## config.mk

```make
export PLATFORM = sky130hd
export DESIGN_NAME = keypad_entry_packer_flat
export DESIGN_NICKNAME = d
export VERILOG_FILES = /design/src/rtl/keypad_entry_packer_if.sv /design/src/rtl/keypad_entry_packer.sv /design/src/flat_wrapper.sv
export SDC_FILE = /design/constraint.sdc
export NUM_CORES = 1
export LEC_CHECK = 0
export CAP_MARGIN = 20
export CELL_PAD_IN_SITES_DETAIL_PLACEMENT = 2
export CELL_PAD_IN_SITES_GLOBAL_PLACEMENT = 2
export CORE_UTILIZATION = 35
export DETAILED_ROUTE_END_ITERATION = 10
export GPL_ROUTABILITY_DRIVEN = 1
export PLACE_DENSITY = 0.92
export SLEW_MARGIN = 20
export SYNTH_ARGS = -nofsm -noshare
export SYNTH_HDL_FRONTEND = slang
export SYNTH_SLANG_ARGS = --single-unit
export TNS_END_PERCENT = 10
```

## constraint.sdc

```tcl
create_clock -name clk -period 3.85 [get_ports clk]
set_input_delay 0.385 -clock clk [delete_from_list [all_inputs] [get_ports clk]]
set_output_delay 0.385 -clock clk [all_outputs]
set_load 0.02 [all_outputs]
```

## src/rtl/keypad_entry_packer_if.sv

```systemverilog
// Keypad key strobe in, display packet and confirmed code out.
// The master drives keys; the slave (the packer) drives the display/code side.
interface keypad_entry_packer_if;
  logic        key_valid;
  logic [3:0]  key_code;
  logic [23:0] bcd_packet;
  logic        enable_o;
  logic [23:0] code;
  logic        code_valid;
  logic [2:0]  digit_count;

  modport master (
    output key_valid, key_code,
    input  bcd_packet, enable_o, code, code_valid, digit_count
  );

  modport slave (
    input  key_valid, key_code,
    output bcd_packet, enable_o, code, code_valid, digit_count
  );
endinterface

```

## src/rtl/keypad_entry_packer.sv

```systemverilog
// Builds the 6-digit lock display packet from keypad strobes; confirms emit the code.
// Latency 1 cycle from key to outputs; no backpressure, a key is accepted every cycle.
module keypad_entry_packer #(
  parameter int MIN_DIGITS     = 4,
  parameter int TIMEOUT_CYCLES = 500_000_000,
  parameter int HOLD_CYCLES    = 50_000_000
) (
  input logic                  clk,
  input logic                  rst,
  keypad_entry_packer_if.slave bus
);

  localparam int MAX_CYCLES = (TIMEOUT_CYCLES > HOLD_CYCLES) ? TIMEOUT_CYCLES : HOLD_CYCLES;
  localparam int CNT_W      = $clog2(MAX_CYCLES + 1);

  localparam logic [CNT_W-1:0] TIMEOUT_LAST = CNT_W'(TIMEOUT_CYCLES - 1);
  localparam logic [CNT_W-1:0] HOLD_LAST    = CNT_W'(HOLD_CYCLES - 1);
  localparam logic [2:0]       MIN_COUNT    = 3'(MIN_DIGITS);

  localparam logic [3:0]  KEY_BKSP    = 4'hC;
  localparam logic [3:0]  KEY_CONFIRM = 4'hD;
  localparam logic [3:0]  KEY_CLEAR   = 4'hE;
  localparam logic [23:0] PKT_BLANK   = 24'hBBBBBB;
  localparam logic [23:0] PKT_DASH    = 24'hAAAAAA;

  typedef enum logic [1:0] {
    S_IDLE,
    S_ENTRY,
    S_HOLD
  } state_e;

  state_e           state_q, state_d;
  logic [23:0]      pkt_q, pkt_d;
  logic [CNT_W-1:0] cnt_q, cnt_d;
  logic [2:0]       count_q, count_d;
  logic [23:0]      code_q, code_d;
  logic             code_vld_q, code_vld_d;
  logic             en_q, en_d;
  logic             is_digit;

  always_ff @(posedge clk or posedge rst) begin
    if (rst) begin
      state_q    <= S_IDLE;
      pkt_q      <= PKT_BLANK;
      cnt_q      <= '0;
      count_q    <= 3'd0;
      code_q     <= 24'h0;
      code_vld_q <= 1'b0;
      en_q       <= 1'b0;
    end else begin
      state_q    <= state_d;
      pkt_q      <= pkt_d;
      cnt_q      <= cnt_d;
      count_q    <= count_d;
      code_q     <= code_d;
      code_vld_q <= code_vld_d;
      en_q       <= en_d;
    end
  end

  always_comb begin
    state_d    = state_q;
    pkt_d      = pkt_q;
    cnt_d      = cnt_q;
    count_d    = count_q;
    code_d     = code_q;
    code_vld_d = 1'b0;
    is_digit   = (bus.key_code <= 4'd9);

    case (state_q)
      S_IDLE: begin
        if (bus.key_valid && is_digit) begin
          state_d = S_ENTRY;
          pkt_d   = {bus.key_code, 20'hAAAAA};
          count_d = 3'd1;
        end
      end
      S_ENTRY: begin
        // A key of any kind, even an ignored one, beats a timeout in the same cycle.
        if (bus.key_valid) begin
          cnt_d = '0;
          if (is_digit) begin
            if (count_q < 3'd6) begin
              pkt_d   = {bus.key_code, pkt_q[23:4]};
              count_d = count_q + 3'd1;
            end
          end else if (bus.key_code == KEY_BKSP) begin
            if (count_q > 3'd1) begin
              pkt_d   = {pkt_q[19:0], 4'hA};
              count_d = count_q - 3'd1;
            end else if (count_q == 3'd1) begin
              pkt_d   = PKT_DASH;
              count_d = 3'd0;
            end
          end else if (bus.key_code == KEY_CLEAR) begin
            state_d = S_IDLE;
            pkt_d   = PKT_BLANK;
            count_d = 3'd0;
          end else if (bus.key_code == KEY_CONFIRM && count_q >= MIN_COUNT) begin
            code_d     = pkt_q;
            code_vld_d = 1'b1;
            state_d    = S_HOLD;
            pkt_d      = PKT_DASH;
            count_d    = 3'd0;
          end
        end else if (cnt_q == TIMEOUT_LAST) begin
          state_d = S_IDLE;
          pkt_d   = PKT_BLANK;
          count_d = 3'd0;
        end else begin
          cnt_d = cnt_q + CNT_W'(1);
        end
      end
      S_HOLD: begin
        if (cnt_q == HOLD_LAST) begin
          state_d = S_IDLE;
          pkt_d   = PKT_BLANK;
        end else begin
          cnt_d = cnt_q + CNT_W'(1);
        end
      end
      default: begin
        state_d = S_IDLE;
        pkt_d   = PKT_BLANK;
        count_d = 3'd0;
      end
    endcase

    // One shared counter: every state change restarts it.
    if (state_d != state_q) cnt_d = '0;
    en_d = (pkt_d != pkt_q);
  end

  always_comb begin
    bus.bcd_packet  = pkt_q;
    bus.enable_o    = en_q;
    bus.code        = code_q;
    bus.code_valid  = code_vld_q;
    bus.digit_count = count_q;
  end

endmodule

```

## src/flat_wrapper.sv

```systemverilog
// flat-port wrapper written by rule: the top's interface ports become plain ports
module keypad_entry_packer_flat 
#(
  parameter int MIN_DIGITS     = 4,
  parameter int TIMEOUT_CYCLES = 500_000_000,
  parameter int HOLD_CYCLES    = 50_000_000
)
  (clk, rst, bus_key_valid, bus_key_code, bus_bcd_packet, bus_enable_o, bus_code, bus_code_valid, bus_digit_count);
  keypad_entry_packer_if bus_i ();
  input logic clk;
  input logic rst;
  input wire logic [$bits(bus_i.key_valid)-1:0] bus_key_valid;
  input wire logic [$bits(bus_i.key_code)-1:0] bus_key_code;
  output wire logic [$bits(bus_i.bcd_packet)-1:0] bus_bcd_packet;
  output wire logic [$bits(bus_i.enable_o)-1:0] bus_enable_o;
  output wire logic [$bits(bus_i.code)-1:0] bus_code;
  output wire logic [$bits(bus_i.code_valid)-1:0] bus_code_valid;
  output wire logic [$bits(bus_i.digit_count)-1:0] bus_digit_count;
  assign bus_i.key_valid = bus_key_valid;
  assign bus_i.key_code = bus_key_code;
  assign bus_bcd_packet = bus_i.bcd_packet;
  assign bus_enable_o = bus_i.enable_o;
  assign bus_code = bus_i.code;
  assign bus_code_valid = bus_i.code_valid;
  assign bus_digit_count = bus_i.digit_count;
  keypad_entry_packer #(.MIN_DIGITS(MIN_DIGITS), .TIMEOUT_CYCLES(TIMEOUT_CYCLES), .HOLD_CYCLES(HOLD_CYCLES)) u_core (.clk(clk), .rst(rst), .bus(bus_i));
endmodule
```

Word level (Yosys, flattened, before mapping)

Cells that the tools add are included.
Widths: inputs -> output; s select.

Reductions and logical operators: 7
Add/sub/neg operators: 3
Mux-type cells: 43
Eq/ne operators: 17
Magnitude comparators: 4
Bitwise gates (word level): 4

Operators with widths:

| operator              | count |
|---|---|
| $mux 24               | 11 |
| $mux 29               | 4 |
| $pmux 24 s3           | 1 |
| $pmux 29 s2           | 1 |
| $mux 3                | 10 |
| $add 29x1->29 const B | 1 |
| $eq 29x26->1 const B  | 1 |
| $eq 29x29->1 const B  | 1 |
| $ne 24x24->1          | 1 |
| $mux 2                | 8 |
| $eq 4x4->1 const B    | 3 |
| $reduce_and 6->1      | 2 |
| $pmux 3 s3            | 1 |
| $ne 4x4->1 const B    | 2 |
| $mux 1                | 6 |
| $ne 6x2->1 const B    | 1 |
| $ne 6x5->1 const B    | 1 |
| $pmux 2 s3            | 1 |
| $le 4x4->1 const B    | 1 |
| $not 1->1             | 4 |
| $add 3x1->3 const B   | 1 |
| $eq 3x1->1 const B    | 1 |
| $ge 3x3->1 const B    | 1 |
| $gt 3x1->1 const B    | 1 |
| other kinds (12)      | 13 |

Bits of input ports: 7
Output and inout bits: 53
Register bits after elaboration: 84
Word-level logic and storage cells: 85

Logic depth before layout (Yosys ltp)

Gate-level depths: netlist of the first run.

Depth after elaboration: 11
Depth in mapped cells: 12
Gate-level depth less buffers: 10

Least setup slack after synthesis of the first run

Ideal clock, no wire load.

Kind: reg-to-reg
Start: reg u_core.count_q[1], in the netlist u_core.bus.digit_count[1]
End: reg u_core.en_q, in the netlist u_core.bus.enable_o
Required time: 3.710 ns
Path buffers: 2
Stages on the path, launching flop included: 13
Slack: 1.029 ns
Setup time: 0.140 ns
Arrival time: 2.681 ns
Clock period less this slack: 2.821 ns
Path through: dfrtp_1 -> clkbuf_1 -> inv_1 -> ha_1 -> nor3_2 -> a221oi_1 -> or3_1 -> and2_1 -> clkbuf_1 -> a21boi_1 -> o22ai_1 -> nor4_1 -> nand4_1

Cells in the longest elaborated chain, start to end: 9
Elaborated cells between the ends (all ways): 15
Classes of those cells: order compare: 3; eq/ne: 2; mux: 9; reduce/logical: 1

Ends and longest elaborated chain:

| what                   | RTL line                   | source |
|---|---|---|
| start, declared        | keypad_entry_packer.sv:35  | `logic [2:0] count_q, count_d;` |
| start signal, assigned | keypad_entry_packer.sv:54  | `count_q <= count_d;` |
| $ge 3x3->1             | keypad_entry_packer.sv:99  | `end else if (bus.key_code == KEY_CONFIRM && count_q >= MIN_COUNT) begin` |
| $logic_and 1x1->1      | keypad_entry_packer.sv:99  |  |
| $mux 24                | keypad_entry_packer.sv:99  |  |
| $mux 24                | keypad_entry_packer.sv:95  | `end else if (bus.key_code == KEY_CLEAR) begin` |
| $mux 24                | keypad_entry_packer.sv:87  | `end else if (bus.key_code == KEY_BKSP) begin` |
| $mux 24 *              | keypad_entry_packer.sv:82  | `if (is_digit) begin` |
| $mux 24 *              | keypad_entry_packer.sv:80  | `if (bus.key_valid) begin` |
| $pmux 24 s3 *          | keypad_entry_packer.sv:70  | `case (state_q)` |
| $ne 24x24->1 *         | keypad_entry_packer.sv:131 | `en_d = (pkt_d != pkt_q);` |
| via u_core.en_d        | keypad_entry_packer.sv:38  | `logic en_q, en_d;` |
| end signal, assigned   | keypad_entry_packer.sv:57  | `en_q <= en_d;` |
| end, declared          | keypad_entry_packer.sv:38  |  |

The timed path passes the listed nets; every way through them passes the cells marked *.
A chain may end at the register's enable or synchronous reset.

Worst setup path after layout of the first run

Start: reg u_core.cnt_q[12]
End: reg u_core.en_q, in the netlist u_core.bus.enable_o

Cells in the longest elaborated chain, start to end: 5
Elaborated cells between the ends (all ways): 7
Classes of those cells: eq/ne: 3; mux: 4

Ends and longest elaborated chain:

| what                   | RTL line                   | source |
|---|---|---|
| start, declared        | keypad_entry_packer.sv:34  | `logic [CNT_W-1:0] cnt_q, cnt_d;` |
| start signal, assigned | keypad_entry_packer.sv:53  | `cnt_q <= cnt_d;` |
| $eq 29x29->1           | keypad_entry_packer.sv:106 | `end else if (cnt_q == TIMEOUT_LAST) begin` |
| $mux 24                | keypad_entry_packer.sv:106 |  |
| $mux 24                | keypad_entry_packer.sv:80  |  |
| $pmux 24 s3 *          | keypad_entry_packer.sv:70  |  |
| $ne 24x24->1 *         | keypad_entry_packer.sv:131 |  |
| via u_core.en_d        | keypad_entry_packer.sv:38  |  |

Marked as above.

==> reports/metrics.csv, run 1 <==
stage,metric,value,unit
cells_and_area,diodes,0,
critical_path,reg2reg_to,u_core.bus.enable_o,
synth,synth_commonest_cells,"66 x dfrtp_1, 60 x nand2_1, 60 x nor2_1",
critical_path,crit_path_max_fanout,8,
outcome,outcome,"finished, final reports clean",
timing,fin_crit_sh,0.859,
timing,fmax,302,MHz
placed_design,hpwlAfterDp,18000,um
synth,netlist_instances,694,
placed_design,dp_cells,940,
timing,rsz0062_at_grt,false,
critical_path,worst-endpoint-required,4130,ps
cells_and_area,area_growth,18.8,%
critical_path,cpMaxStageDelayCell,or4_1,
synth,ys_seq_area_frac,0.363,
power,cellLeakagePower,2.75,nW
timing,skew,12.4,ps
power,p_per_area,636,nW/um^2
synth,synth_edf_count,0,
synth,async_reset_ff_frac,1.00,
placed_design,port_buffers,59,
synth,yosysMostFrequentCell,dfrtp_1,
critical_path,rr_startpoint,u_core.cnt_q[12],
clock_network,cts_buffers,9,
clock_network,clock_tree.root_cell,clkbuf_16,
timing,relSlewSlack,0.371,
min_path,hp-class,input port to async pin,
power,ir_worst_vdd,0.000269,V
die,core,16100,sq um
timing,fin_crit,3310,ps
drt,drt_iter0_markers,560,
critical_path,crit_end,u_core.bus.enable_o,
cells_and_area,layout.cells.non_filler,956,
die,io_pins,60,
die,dieArea,17200,sq um
clock_network,cts.sinks,84,
placed_design,placed_area,6650,sq um
synth,synth_top_area_share,0.282,
cells_and_area,final_net_count,750,
drt,drcViolationCount,0,
global_route,globalRoute.busiestLayer,met2,
global_route,grtUsageTotal,0.301,
synth,syn_nets,709,
critical_path,crit_chain,or4_1 > nor4_2 > a211o_2 > a21boi_0 > nand3_1 > nor3b_1 > nor4_1 > nand4_1,
drt,via_per_inst,6.46,
clock_network,cts_resized,0,
global_route,grt_max_degree,85,
placed_design,gp_congestion,0.925,
drt,num_vias,6171,
timing,hold_violations,0,
job,drv_cap,0,
synth,yosysUniqueCellTypes,84,
global_route,use_met3,0.0424,
timing,worst_slew_pin_slew,940,ps
global_route,first_global_vias,6615,
die,num_rows,46,
global_route,grt_pass1_wl,40200,um
synth,yosysWarnings,0,
critical_path,end_kind,flip-flop,
critical_path,reg2reg_depth,8,
global_route,use_met1,0.418,
critical_path,arrival,3590,ps
critical_path,cp-start-kind,flip-flop,
timing,tns,0,ps
cells_and_area,design_area,6950,sq um
synth,synth_seq_cells,84,
critical_path,r2r_slack,540,ps
drt,route.antenna.remaining_nets,0,
die,die_x,131,um
global_route,grt_overflow_total,0,
drt,wl,25000,um
clock_network,cts_tree,yes,
die,floorplan.initialDensity,0.363,
clock_network,postCtsSetupBuffers,0,
drt,wl_per_cell,26.1,um
timing,finalMaxSlewViolations,0,
critical_path,cpPeakStageDelay,590,ps
clock_network,clk_pin_slew,60,ps
synth,syn_area,5850,sq um
synth,synth_area_per_cell,8.43,sq um
clock_network,postCtsHoldBufs,0,
clock_network,clock_path_buffers,2,
timing,finalSetupViolCount,0,
global_route,antenna_found_initial,0,
synth,synth_area_leader_cell,dfrtp_1,
drt,drtPass1Iterations,5,
global_route,grtUsageMet2,0.462,
critical_path,crit_start,u_core.cnt_q[12],
critical_path,setup.worst_path.class,flip-flop to flip-flop,
synth,synth_area_leaders,"dfrtp_1 28%, dfstp_2 8.1%, mux2_2 5.0%, a21oi_1 4.7%, o21ai_0 4.6%",
cells_and_area,drive_gt1_frac,0.136,
die,die_h,131,um
clock_network,clock_latency,360,ps
clock_network,htreeDepth,3,
synth,synthFlopType,dfrtp_1,
-- worst max-delay path: cells and delay by family, from the launching register on --
kind | cells | cell delay, ps
flops | 1 | 490
compound gates | 2 | 660
simple gates | 6 | 2080
-- routing by layer --
metal	up-vias	wire length, um
li1	2664	-
met1	3151	11100
met2	278	11300
met3	78	1660
met4	0	930
met5	-	0
-- worst min-delay path by stage --
stage / start / endpoint / slack (ps)
floorplan: u_core.cnt_q[1] / u_core.cnt_q[1] / 530
global placement: u_core.bus.code[13] / u_core.bus.code[13] / 490
detailed placement: u_core.bus.code[14] / u_core.bus.code[14] / 500
CTS: rst / u_core.cnt_q[22] / 480
global route: rst / u_core.bus.code[11] / 510
finish: rst / u_core.bus.code[11] / 450
-- placed cells by master, fill, tap and decap left out, types with 4 or more instances in the layout --
cell type and instances:
nor2b_1 6, o32ai_1 4, and3_1 11, o21a_1 9, nand4b_1 4, nand2_1 60
and2_1 6, dfrtp_1 66, nand3b_1 6, a31oi_1 23, nor2_1 60, nor3_1 26
a22oi_1 4, clkdlybuf4s50_1 59, buf_4 17, a21o_1 7, nor4_1 5, or3_1 8
clkbuf_16 9, dfstp_2 18, mux2i_1 7, nand4_1 12, and4_1 5, mux2_2 26
inv_1 18, ha_1 8, nand3_1 28, o31ai_1 5, nor4b_1 4, a21oi_1 55
a21boi_0 5, o21ai_1 8, or4_1 6, o21ai_0 54, o22ai_1 4, nand2b_1 4
-- where the power goes --
part / internal [mW] / switching, mW / total, mW
Sequential: 1.11 / 0.429 / 1.54
Combinational: 0.742 / 1.25 / 1.99
Clock: 0.506 / 0.385 / 0.891
Total: 2.36 / 2.07 / 4.42
-- per-stage QoR --
stage          worst slack, ps  total power, mW  utilization  hold slack (ps)
6_report                   543             4.42        0.431              452
4_1_cts                    589             4.40        0.431              482
3_5_place_dp               360             3.47        0.413              499
3_3_place_gp               523             3.38        0.413              488
5_1_grt                    379             4.64        0.431              511
2_1_floorplan             1030             2.58            -              527
-- cell type report --
| cell class | instances | area [sq um] |
|---|---|---|
| Sequential cell | 84 | 2120 |
| Clock inverter | 5 | 61.3 |
| Multi-Input combinational cell | 544 | 3450 |
| Fill cell | 1815 | 9170 |
| Clock buffer | 11 | 233 |
| Timing Repair Buffer | 77 | 738 |
| Tap cell | 216 | 270 |
| Inverter | 19 | 72.6 |
-- cell families (layout without fill, tap and decap cells) --
| group | Yosys count | after routing | share of synthesized area |
|---|---|---|---|
| flip-flops | 84 | 84 | 0.363 |
| AO/OA/AOI/OAI | 223 | 223 | 0.248 |
| multiplexers | 33 | 33 | 0.0620 |
| AND/OR/NAND/NOR | 276 | 276 | 0.254 |
| buffers and inverters | 66 | 112 | 0.0496 |
| adder cells (fa/ha/maj) | 8 | 8 | 0.0171 |
| XOR/XNOR | 4 | 4 | 0.00599 |
-- registers in the layout (all words and copies together) (netlist names) --
register                cells
u_core.bus.code            24
u_core.cnt_q               29
u_core.bus.enable_o         1
u_core.state_q              2
u_core.bus.digit_count      3
u_core.bus.code_valid       1
u_core.bus.bcd_packet      24
(Power assumes the default switching activity.)
==> run 2: changes to the inputs <==
- SLEW_MARGIN: 20 -> 40
==> run 2 against run 1 <==
Against the previous run: sequential power hardly changed; clock-buffer cell count stayed put; sequential share of layout area hardly changed; global-route usage stayed put; routed wire length is 1.3% higher; register-to-register slack hardly changed; hold slack better by 5.1 ps; maximum frequency is 0.44% lower; final area is 0.13% higher; cell count stayed put.
==> reports/metrics.csv, run 2 (synthesized netlist as in run 1, its figures left out) <==
stage,metric,value,unit,change
outcome,outcome,"finished, final reports clean",,
critical_path,end_kind,flip-flop,,
critical_path,worst-endpoint-required,4060,ps,-70 ps
die,dieArea,17200,sq um,unchanged
die,core,16100,sq um,unchanged
cells_and_area,layout_commonest_cell,dfrtp_1,,
timing,relSlewSlack,0.547,,+0.176
drt,drtPass1Iterations,5,,unchanged
global_route,grt_overflow_total,0,,unchanged
global_route,grt_max_degree,85,,unchanged
power,swShare,0.469,,+0.00210
critical_path,critPathBufInv,2,,+2
drt,route.antenna.remaining_nets,0,,unchanged
timing,hold_violations,0,,unchanged
power,seqPwrFrac,0.348,,about the same
cells_and_area,regMostFlops,u_core.cnt_q,,
clock_network,cts_tree,yes,,
clock_network,postCtsHoldBufs,0,,unchanged
power,p_clk_frac,0.201,,about the same
clock_network,cts.sinks,84,,unchanged
critical_path,cpPeakStageDelay,780,ps,+190 ps
global_route,grt_pass1_wl,40200,um,unchanged
cells_and_area,utilization,0.432,,+0.000543
cells_and_area,diodes,0,,unchanged
critical_path,crit_chain,inv_1 > ha_1 > nor3_2 > a221oi_1 > buf_4 > or3_1 > and2_1 > a21boi_1 > o22ai_1 > nor4_1 > nand4_1,,
cells_and_area,design_area,6960,sq um,+0.13%
drt,drcViolationCount,0,,unchanged
timing,tns,0,ps,unchanged
critical_path,rr_startpoint,u_core.bus.digit_count[1],,
die,die_x,131,um,unchanged
global_route,antenna_found_initial,0,,unchanged
clock_network,cts_resized,0,,unchanged
cells_and_area,final_net_count,750,,unchanged
critical_path,cp-start-kind,flip-flop,,
clock_network,clk_pin_slew,70,ps,about the same
cells_and_area,layout.cells.non_filler,956,,unchanged
critical_path,critPathTopFamily,simple AND/OR/NAND/NOR gates,,
clock_network,clock_path_buffers,2,,unchanged
power,switchingPower,2.08,mW,+0.89%
power,combPwrFrac,0.450,,about the same
clock_network,htreeDepth,3,,unchanged
timing,skew,13.7,ps,+1.32 ps
critical_path,arrival,3530,ps,-60 ps
clock_network,clock_latency,360,ps,about the same
placed_design,gp_congestion,0.925,,unchanged
critical_path,setup.worst_path.class,flip-flop to flip-flop,,
clock_network,cts_buffers,9,,unchanged
power,fin_total_pwr,4.44,mW,+0.44%
die,io_pins,60,,unchanged
power,p_int,2.36,mW,about the same
drt,num_vias,6222,,+0.83%
critical_path,crit_path_max_fanout,17,,+9
die,num_rows,46,,unchanged
timing,rsz0062_at_grt,false,,
cells_and_area,final_cell_mix,"66 x dfrtp_1, 60 x nand2_1, 59 x nor2_1, 59 x clkdlybuf4s50_1, 55 x a21oi_1",,
drt,drt_iter0_markers,582,,+3.9%
cells_and_area,area_growth,18.9,%,
timing,finalSetupViolCount,0,,unchanged
placed_design,dp_cells,940,,unchanged
cells_and_area,largest_reg_flops,29,,unchanged
job,drv_cap,0,,unchanged
placed_design,placed_area,6650,sq um,unchanged
min_path,hp-class,input port to async pin,,
cells_and_area,drive_gt1_frac,0.139,,+0.00270
global_route,grtUsageTotal,0.301,,unchanged
clock_network,clock_tree.root_cell,clkbuf_16,,
critical_path,cpMaxStageDelayCell,dfrtp_1,,
drt,via_per_inst,6.51,,+0.83%
timing,fin_crit_sh,0.863,,+0.00383
placed_design,port_buffers,59,,unchanged
die,floorplan.initialDensity,0.363,,unchanged
power,cellLeakagePower,2.75,nW,about the same
die,die_h,131,um,unchanged
placed_design,hpwlAfterDp,18000,um,unchanged
power,ir_worst_vdd,0.000269,V,about the same
timing,worst_slew_pin_slew,675,ps,-265 ps
power,p_per_area,638,nW/um^2,+0.32%
critical_path,crit_start,u_core.bus.digit_count[1],,
timing,fmax,301,MHz,-0.44%
clock_network,postCtsSetupBuffers,0,,unchanged
timing,fin_crit,3320,ps,+14.7 ps
timing,finalMaxSlewViolations,0,,unchanged
global_route,first_global_vias,6615,,unchanged
drt,wl,25300,um,+1.3%
drt,wl_per_cell,26.5,um,+1.3%
run 2: cell counts in the layout (fill, tap and decap cells not counted):
No cell type changed its count.
run 2: cell type report:
cell class	instances	area [sq um]
fillers	1815	9160
multi-input cells	544	3460
flip-flops and latches	84	2120
repair buffers	77	738
well taps	216	270
clock buffers	11	233
inverters	19	72.6
clock inverters	5	61.3
run 2: power by group through the flow:
stage               registers (mW)  logic, mW  clock network [mW]
global placement              1.53       1.85                   0
finish                        1.55       2.00               0.894
floorplan                     1.44       1.14                   0
global route                  1.57       2.13               0.949
detailed placement            1.54       1.93                   0
CTS                           1.53       1.96               0.913
run 2: tightest hold or removal path, delay by kind of cell:
| family | cells | cell delay (ps) |
|---|---|---|
| buffers and inverters | 3 | 830 |
run 2: routing by layer:
layer,share of wire,vias to the layer above,routed length (um),GRT usage
li1,-,2670,-,-
met1,0.44,3193,11100,0.418
met2,0.46,274,11600,0.462
met3,0.068,85,1710,0.0424
met4,0.038,0,964,0.137
met5,0,-,0,0
run 2: worst paths after layout:
kind | cells past startpoint | end | slack, ps
min in group clk | 1 | u_core.bus.code[13] | 510
hold reg to reg | 1 | u_core.bus.code[13] | 510
setup reg to reg | 11 | u_core.bus.enable_o | 530
setup / recovery | 11 | u_core.bus.enable_o | 530
max in group asynchronous | 3 | u_core.bus.bcd_packet[0] | 3020
hold / removal | 3 | u_core.bus.code[11] | 460
run 2: metrics by stage:
stage               hold slack [ps]  worst slack [ps]
CTS                             482               589
global route                    511               379
global placement                488               523
finish                          457               528
floorplan                       527              1030
detailed placement              499               360
